[src/rtl/r2div_srt.sv]
// r2div_srt: sequential radix-2 SRT divider for W-bit normalized unsigned fractions.
// Computes Q, R with {X, W'b0} = Q*D + R, 0 <= R < D, in W iterations plus one fix-up cycle.
// Carry-save residual, digit set {-1,0,+1}, on-the-fly quotient conversion.
//
// Ports:
//   i_clk    clock, rising edge
//   i_rst    synchronous active-high reset
//   i_start  start request, sampled only when idle
//   i_x      dividend X (fraction, X < D required)
//   i_d      divisor D (fraction, bit W-1 must be set)
//   o_busy   high while iterating and during the fix-up cycle
//   o_valid  one-cycle pulse when o_q/o_rem/o_err are updated
//   o_q      quotient
//   o_rem    remainder
//   o_err    last accepted request had invalid operands
module r2div_srt #(
    parameter int unsigned W = 24
) (
    input  logic         i_clk,
    input  logic         i_rst,
    input  logic         i_start,
    input  logic [W-1:0] i_x,
    input  logic [W-1:0] i_d,
    output logic         o_busy,
    output logic         o_valid,
    output logic [W-1:0] o_q,
    output logic [W-1:0] o_rem,
    output logic         o_err
);

    // Residual: 3 integer bits (two's complement) + W fraction bits.
    localparam int unsigned RW = W + 3;
    localparam int unsigned CW = $clog2(W);

    typedef enum logic [1:0] {
        IDLE,
        ITER,
        FIX
    } state_e;

    state_e        state_q;
    logic [RW-1:0] ws_q;
    logic [RW-1:0] wc_q;
    logic [W-1:0]  d_q;
    logic [W-1:0]  q_q;
    logic [W-1:0]  qm_q;
    logic [CW-1:0] cnt_q;

    logic [RW-1:0] dext_c;
    logic [RW-1:0] ws2_c;
    logic [RW-1:0] wc2_c;
    logic [3:0]    est_c;
    logic          dig_pos_c;
    logic          dig_zero_c;
    logic          dig_neg_c;
    logic [RW-1:0] addend_c;
    logic [RW-2:0] carry_c;
    logic [RW-1:0] ws_d;
    logic [RW-1:0] wc_d;
    logic [W-1:0]  q_d;
    logic [W-1:0]  qm_d;
    logic [RW-1:0] wf_c;
    logic          wf_neg_c;
    logic [RW-1:0] rfix_c;
    logic [RW-1:0] wmag_c;
    logic          res_ok_c;
    logic          op_err_c;

    // Invalid operands: unnormalized divisor or quotient would not fit in W bits.
    assign op_err_c = ~i_d[W-1] | (i_x >= i_d);

    // Iteration datapath: estimate, digit select, 3:2 residual update, on-the-fly conversion.
    always_comb begin
        dext_c     = {3'b000, d_q};
        ws2_c      = {ws_q[RW-2:0], 1'b0};
        wc2_c      = {wc_q[RW-2:0], 1'b0};
        // Top 4 bits of 2WS and 2WC (3 integer + 1 fraction), in units of 1/2.
        est_c      = ws_q[W+1:W-2] + wc_q[W+1:W-2];
        dig_zero_c = (est_c == 4'b1111);
        dig_pos_c  = ~est_c[3];
        dig_neg_c  = est_c[3] & ~dig_zero_c;

        addend_c = '0;
        if (dig_pos_c) begin
            addend_c = ~dext_c;
        end else if (dig_neg_c) begin
            addend_c = dext_c;
        end

        ws_d    = ws2_c ^ wc2_c ^ addend_c;
        carry_c = (ws2_c[RW-2:0] & wc2_c[RW-2:0])
                | (ws2_c[RW-2:0] & addend_c[RW-2:0])
                | (wc2_c[RW-2:0] & addend_c[RW-2:0]);
        // The +1 completing -D rides in the free LSB of the shifted carry vector.
        wc_d    = {carry_c, dig_pos_c};

        q_d  = {q_q[W-2:0], 1'b0};
        qm_d = {qm_q[W-2:0], 1'b1};
        if (dig_pos_c) begin
            q_d  = {q_q[W-2:0], 1'b1};
            qm_d = {q_q[W-2:0], 1'b0};
        end else if (dig_neg_c) begin
            q_d  = {qm_q[W-2:0], 1'b1};
            qm_d = {qm_q[W-2:0], 1'b0};
        end
    end

    // Final carry-propagate and sign correction; also feeds the residual bound check.
    always_comb begin
        wf_c     = ws_q + wc_q;
        wf_neg_c = wf_c[RW-1];
        rfix_c   = wf_neg_c ? (wf_c + dext_c) : wf_c;
        wmag_c   = wf_neg_c ? (~wf_c + RW'(1)) : wf_c;
        res_ok_c = (wmag_c <= dext_c);
    end

    // Control and state registers.
    always_ff @(posedge i_clk) begin
        if (i_rst) begin
            state_q <= IDLE;
            ws_q    <= '0;
            wc_q    <= '0;
            d_q     <= '0;
            q_q     <= '0;
            qm_q    <= '0;
            cnt_q   <= '0;
            o_busy  <= 1'b0;
            o_valid <= 1'b0;
            o_q     <= '0;
            o_rem   <= '0;
            o_err   <= 1'b0;
        end else begin
            o_valid <= 1'b0;
            case (state_q)
                IDLE: begin
                    if (i_start) begin
                        d_q <= i_d;
                        if (op_err_c) begin
                            o_q     <= '1;
                            o_rem   <= '0;
                            o_err   <= 1'b1;
                            o_valid <= 1'b1;
                        end else begin
                            ws_q    <= {3'b000, i_x};
                            wc_q    <= '0;
                            q_q     <= '0;
                            qm_q    <= '0;
                            cnt_q   <= '0;
                            o_err   <= 1'b0;
                            o_busy  <= 1'b1;
                            state_q <= ITER;
                        end
                    end
                end
                ITER: begin
                    ws_q  <= ws_d;
                    wc_q  <= wc_d;
                    q_q   <= q_d;
                    qm_q  <= qm_d;
                    cnt_q <= cnt_q + CW'(1);
                    if (cnt_q == CW'(W - 1)) begin
                        state_q <= FIX;
                    end
                end
                FIX: begin
                    o_q     <= wf_neg_c ? qm_q : q_q;
                    o_rem   <= rfix_c[W-1:0];
                    o_valid <= 1'b1;
                    o_busy  <= 1'b0;
                    state_q <= IDLE;
                end
                default: begin
                    state_q <= IDLE;
                    o_busy  <= 1'b0;
                end
            endcase
        end
    end

    // Residual stays within [-D, D]; corrected residual has no integer bits.
    always_ff @(posedge i_clk) begin
        if (!i_rst && state_q == ITER) begin
            assert (res_ok_c);
        end
        if (!i_rst && state_q == FIX) begin
            assert (rfix_c[RW-1:W] == '0);
        end
    end

endmodule

[config.mk]
export PLATFORM = sky130hd
export DESIGN_NAME = r2div_srt
export DESIGN_NICKNAME = d
export VERILOG_FILES = /design/src/rtl/r2div_srt.sv
export SDC_FILE = /design/constraint.sdc
export NUM_CORES = 1
export LEC_CHECK = 0
export BUFFER_PORTS_ARGS = -buffer_cell sky130_fd_sc_hd__buf_2
export CAP_MARGIN = 20
export CORE_ASPECT_RATIO = 1.5
export CORE_MARGIN = 2
export CORE_UTILIZATION = 30
export CTS_BUF_LIST = sky130_fd_sc_hd__clkbuf_4 sky130_fd_sc_hd__clkbuf_8
export CTS_CLUSTER_SIZE = 16
export DETAILED_ROUTE_END_ITERATION = 12
export PLACE_DENSITY = 0.48
export SLEW_MARGIN = 15
export SYNTH_ARGS = -nofsm -noshare
export SYNTH_HDL_FRONTEND = slang
export SYNTH_SLANG_ARGS = --single-unit
[constraint.sdc]
create_clock -name i_clk -period 11.6 [get_ports i_clk]
set_input_delay 1.74 -clock i_clk [delete_from_list [all_inputs] [get_ports i_clk]]
set_output_delay 1.74 -clock i_clk [all_outputs]
set_load 0.03 [all_outputs]
==> Word-level counts from Yosys, hierarchy flattened <==
Index checks and enable logic that the tools add are counted.
{ "word_totals": {"register_bits": 184, "wordCells": 84, "input_bits": 51, "output_inout_bits": 51} }
{ "op_classes": {"order_cmp": 1, "reduce_logical": 8, "n_eq_ne": 8, "n_mux": 37, "n_bitwise": 14, "add_sub_neg": 4} }
{ "op_table": {"columns": ["cell", "n"], "rows": [
  ["2-to-1 mux 24 bit", 12],
  ["one-hot mux 24 bit (2 select lines)", 4],
  ["2-to-1 mux 27 bit", 5],
  ["one-hot mux 27 bit (2 select lines)", 2],
  ["bitwise AND 26 bit", 3],
  ["XOR 27 bit", 2],
  ["bitwise OR 26 bit", 2],
  ["adder 27 bit", 1],
  ["inverter 24 -> 27 bit", 1],
  ["adder 24 bit", 1],
  [">= comparator 24 bit", 1],
  ["AND reduction 3 bit", 4],
  ["2-to-1 mux 5 bit", 2],
  ["one-hot mux 5 bit (2 select lines)", 1],
  ["inequality test 2 bit (second input constant)", 4],
  ["2-to-1 mux 2 bit", 3],
  ["adder 5 x 1 -> 5 bit (second input constant)", 1],
  ["== test 5 bit (second input constant)", 1],
  ["2-to-1 mux 1 bit", 5],
  ["adder 4 bit", 1],
  ["== test 4 bit (second input constant)", 1],
  ["inverter 1 bit", 4],
  ["one-hot mux 1 bit (2 select lines)", 2],
  ["one-hot mux 2 bit (2 select lines)", 1],
  ["7 further kinds", 8]
]} }

==> Logic depth before layout (Yosys ltp) <==
{ "logic_depth": {"word_depth": 10, "mapped_depth": 22, "ltp_nobuf": 22} }

==> Worst setup path before layout <==
OpenSTA, ideal clock, no wires.
{ "synth_path": {"path_type": "register to register", "start": "register ws_q[0]", "end": "register o_rem[23]", "path_slack_ns": 7.134, "period_less_slack_ns": 4.466, "setup_time_ns": 0.117, "path_buffers": 0, "t_required_ns": 11.483, "stages_incl_launch_ff": 23, "arrival_ns": 4.349, "path_cell_list": "dfxtp_1 ha_1 ha_1 a211oi_1 nor2_1 o22a_2 a21o_1 a311o_1 a21o_1 a21o_1 a21oi_2 xnor2_1 ha_1 nand3_1 a2111oi_0 nand3_1 a211oi_1 nand3_1 a31oi_1 or3_1 nand4_1 xnor2_1 a22o_1"} }
{ "synth_via": {"elab_chain_len": 4} }
{ "synth_rtl": {"columns": ["element", "line", "source"], "rows": [
  ["from (decl)", "42", "logic [RW-1:0] ws_q;"],
  ["from (signal assigned)", "144", "ws_q <= {3'b000, i_x};"],
  ["from (signal assigned)", "156", "ws_q <= ws_d;"],
  ["adder 27 bit *", "110", "wf_c = ws_q + wc_q;"],
  ["adder 24 bit", "112", "rfix_c = wf_neg_c ? (wf_c + dext_c) : wf_c;"],
  ["2-to-1 mux 24 bit *", "112", null],
  ["one-hot mux 24 bit (2 select lines) *", "134", "case (state_q)"],
  ["to (signal assigned)", "167", "o_rem <= rfix_c[W-1:0];"],
  ["to (decl)", "27", "output logic [W-1:0] o_rem,"]
]} }
Every way passes the cells marked *; elsewhere a longest branch is shown, timed or not.
A chain may end at the register's enable or synchronous reset.

==> Worst setup path in the final report <==
{ "layout_path": {"start": "input i_d[17]", "end": "register ws_q[14]"} }
{ "layout_via": {"elab_chain_len": 4} }
{ "layout_rtl": {"columns": ["element", "line", "source"], "rows": [
  ["from (decl)", "23", "input logic [W-1:0] i_d,"],
  [">= comparator 24 bit", "70", "assign op_err_c = ~i_d[W-1] | (i_x >= i_d);"],
  ["bitwise OR 1 bit", "70", null],
  ["inequality test 2 bit (no source line)", null, null],
  ["AND reduction 3 bit (no source line)", null, null]
]} }
No other way between the ends.

==> results_dict.tcl <==
set metrics [dict create \
    syn-instance-count 1420 \
    synth_edf_count 0 \
    final_nets 1623 \
    p_leak_nw 5.09 \
    grt_usage_pct 19.1 \
    tns_ns 0 \
    dp_hpwl_um 25400 \
    drtIter0Drc 527 \
    synth-main-ff-cell "dfxtp_1" \
    syn_avg_cell_area_um2 7.68 \
    synth-seq-cells 183 \
    outcome "finished clean" \
    gp_congestion 0.918 \
    die_h_um 237 \
    grt_pass1_wl_um 56500 \
    min_period_ns 5.14 \
    drtAntennaViolNets 0 \
    pwr-share-seq_pct 43.8 \
    cts_buffer_depth 2 \
    cp_top_family "compound AO/OA/AOI/OAI gates" \
    drt_first_pass_iters 5 \
    power.total_mw 1.56 \
    p_int_mw 1.02 \
    port_buffers 101 \
    critPathRequiredTime_ns 12.00 \
    grt_overflow 0 \
    grt_max_degree 86 \
    synthArstFlopShare_pct 0 \
    slew_headroom_pct 34.0 \
    cts_hold_buffers 0 \
    path_cells "buf_2 -> inv_1 -> ha_1 -> a21o_1 -> a21o_1 -> a21oi_1 -> o2111ai_1 -> a41oi_1 -> o211ai_1 -> a21oi_4 -> buf_4 -> nor2_1 -> a311oi_1" \
    drc_errors 0 \
    yosysSeqAreaShare_pct 33.6 \
    cts_tree "yes" \
    p_sw_mw 0.545 \
    viasPerCell 5.23 \
    wire_per_inst_um 18.2 \
    holdCritPathClass "flop to flop" \
    multi_input_area_um2 6770 \
    clkTransAtPathRegs_ns 0.10 \
    critPathSlowestCell "a21oi_4" \
    ir_worst_vdd_uv 54.5 \
    setup_viol 0 \
    cts_resized 0 \
    wl_um 35700 \
    report.final.slew_viol_count 0 \
    cp_common_cell "a21o_1" \
    syn2layout_area_growth_pct 12.6 \
    critical_path_class "input pin to flop" \
    drv_cap 0 \
    rows 85 \
    cts_buffers 17 \
    post-place-ws_ns 5.90 \
    fillers 3866 \
    clock-sinks 183 \
    dieArea_um2 37900 \
    ioPinCount 102 \
    design_area_um2 12300 \
    path_buf_inv 3 \
    placed_area_um2 11800 \
    critical-path-max-stage-delay_ns 0.62 \
    cts_root_buf "clkbuf_8" \
    grt_antenna_before_repair 1 \
    p_comb_share_pct 24.4 \
    clkLatencyLatePin_ns 0.50 \
    die_x_um 160 \
    rsz0062_at_grt "false" \
    synth_fp_nets 1573 \
    crit_arrival_ns 5.54 \
    grt_pass1_vias 10100 \
    cp-end-kind "flop" \
    seq_area_um2 3660 \
    worstPathMaxFanout 29 \
    final_cells 1962 \
    h-tree-depth 4 \
    num_vias 10300 \
    cp-start-kind "input pin" \
    yosys_warnings 0 \
    switching_share_pct 34.8 \
    fmax_ghz 0.194 \
    clock_skew_ns 0.0186 \
    drive_above_1_share_pct 11.1 \
    cellPowerDensity_nw_per_um2 127 \
    cts_setup_buffers 0 \
    synth.distinct_cells 63 \
    worst_slew_pin_slew_ns 0.989 \
    synth_area_um2 10900 \
    hold_viol_final 0 \
    dp_cells 1929 \
    pwr-share-clk_pct 31.8 \
    layout_setup_ws_ns 6.46 \
    coreArea_um2 35800 \
    initial_core_util_pct 30.4 \
    period_share_pct 44.3 \
]
[sequential cells by signal, indices dropped and copies added, names as in the netlist]
name / count
cnt_q: 5
d_q: 24
o_busy: 1
o_err: 1
o_q: 24
o_rem: 24
o_valid: 1
q_q: 24
qm_q: 24
state_q: 2
wc_q: 26
ws_q: 27
[kinds of logic after synthesis]
kind of cell | Yosys count | synth area share [%]
xor+xnor | 43 | 3.45
buf+inv | 132 | 5.03
flops | 183 | 33.6
fa+ha+maj | 102 | 13.5
compound gates | 407 | 23.4
simple gates | 549 | 20.6
mux | 4 | 0.367
[cell type report]
class,instances,share of cell area [%]
multi-input cells,1105,55.1
flip-flops and latches,183,29.8
repair buffers,118,5.18
well taps,478,4.87
clock buffers,18,1.97
clock inverters,14,1.60
inverters,45,1.38
diodes,1,0.0204
[placed cells by master (no fill, tap or decap), drive strengths merged, types with 2 or more instances in the layout]
| master | instances |
|---|---|
| a2111oi | 4 |
| a211o | 3 |
| a211oi | 10 |
| a21o | 30 |
| a21oi | 197 |
| a221o | 3 |
| a22o | 2 |
| a22oi | 31 |
| a311oi | 47 |
| a31oi | 7 |
| a41oi | 2 |
| and2 | 4 |
| and3 | 8 |
| buf | 118 |
| bufinv | 4 |
| clkbuf | 18 |
| clkinv | 4 |
| clkinvlp | 2 |
| dfxtp | 183 |
| fa | 26 |
| ha | 76 |
| inv | 49 |
| mux2i | 4 |
| nand2 | 276 |
| nand2b | 10 |
| nand3 | 15 |
| nand4 | 10 |
| nor2 | 192 |
| nor2b | 6 |
| nor3 | 18 |
| nor4 | 2 |
| o211ai | 4 |
| o21a | 7 |
| o21ai | 41 |
| o21bai | 5 |
| o22ai | 2 |
| or2 | 2 |
| or3 | 2 |
| xnor2 | 23 |
| xor2 | 20 |
[power groups by stage]
stage	logic [mW]	registers, mW	clock network [mW]
2_1_floorplan	0.245	0.709	0
3_3_place_gp	0.384	0.699	0
3_5_place_dp	0.385	0.700	0
4_1_cts	0.386	0.686	0.514
5_1_grt	0.427	0.690	0.537
6_report	0.382	0.685	0.497
[worst register-to-register path, stage by stage, from the launching register on]
cell and delay (ns):
dfxtp_1 0.35, ha_1 0.25, ha_1 0.24, a211oi_1 0.21, nor2_1 0.11, o22a_2 0.24
a21o_1 0.20, a311o_1 0.34, a21o_1 0.23, a21o_1 0.20, a21oi_2 0.14, xnor2_1 0.10
ha_1 0.37, nand3_1 0.14, a2111oi_0 0.30, nand3_1 0.15, a211oi_1 0.32, nand3_1 0.17
a31oi_1 0.23, or3_1 0.13, nand4_1 0.10, xnor2_1 0.18, a22o_1 0.19
[layer usage]
layer | track usage, % | wire [um] | vias up
met2 | 35.4 | 18700 | 259
met3 | 2.48 | 1220 | 66
met5 | 0 | 0 | -
met4 | 8.43 | 1370 | 0
met1 | 21.6 | 14300 | 4890
li1 | - | - | 5037
[synthesized netlist by cell type, types with 3 or more instances]
library cell,count,share of area (%)
and2_1,4,0.23
a211oi_1,10,0.69
o21ai_0,41,1.9
clkbuf_1,69,2.4
xnor2_1,23,1.8
nand3_1,15,0.69
mux2i_1,4,0.37
nor3_1,18,0.83
a311oi_1,47,3.8
a221o_1,3,0.28
a21o_1,30,2.1
inv_1,45,1.5
o21a_1,7,0.48
a22oi_1,31,2.1
and3_1,8,0.46
xor2_1,20,1.6
a211o_1,3,0.24
buf_2,6,0.28
o21bai_1,5,0.34
buf_1,7,0.24
nand2_1,276,9.5
a31oi_1,7,0.40
o211ai_1,4,0.28
nand4_1,10,0.57
nor2b_1,6,0.34
a2111oi_0,4,0.32
fa_1,26,4.8
a21oi_1,196,9.0
ha_1,76,8.7
nor2_1,190,6.5
nand2b_1,10,0.57
dfxtp_1,183,34
[final timing paths]
kind	startpoint	endpoint	slack, ns	depth (start not counted)
max	i_d[17]	ws_q[14]	6.46	13
min	o_rem[5]	o_rem[5]	0.47	2
max reg2reg	ws_q[0]	o_rem[23]	6.63	22
min reg2reg	o_rem[5]	o_rem[5]	0.47	2
[stage by stage]
stage,utilization [%],hold WS (ns)
finish,34.3,0.466
CTS,34.2,0.471
detailed placement,33.0,0.442
global placement,33.0,0.439
floorplan,-,0.455
global route,34.3,0.496
No activity file was read; power rests on OpenSTA's default activity.
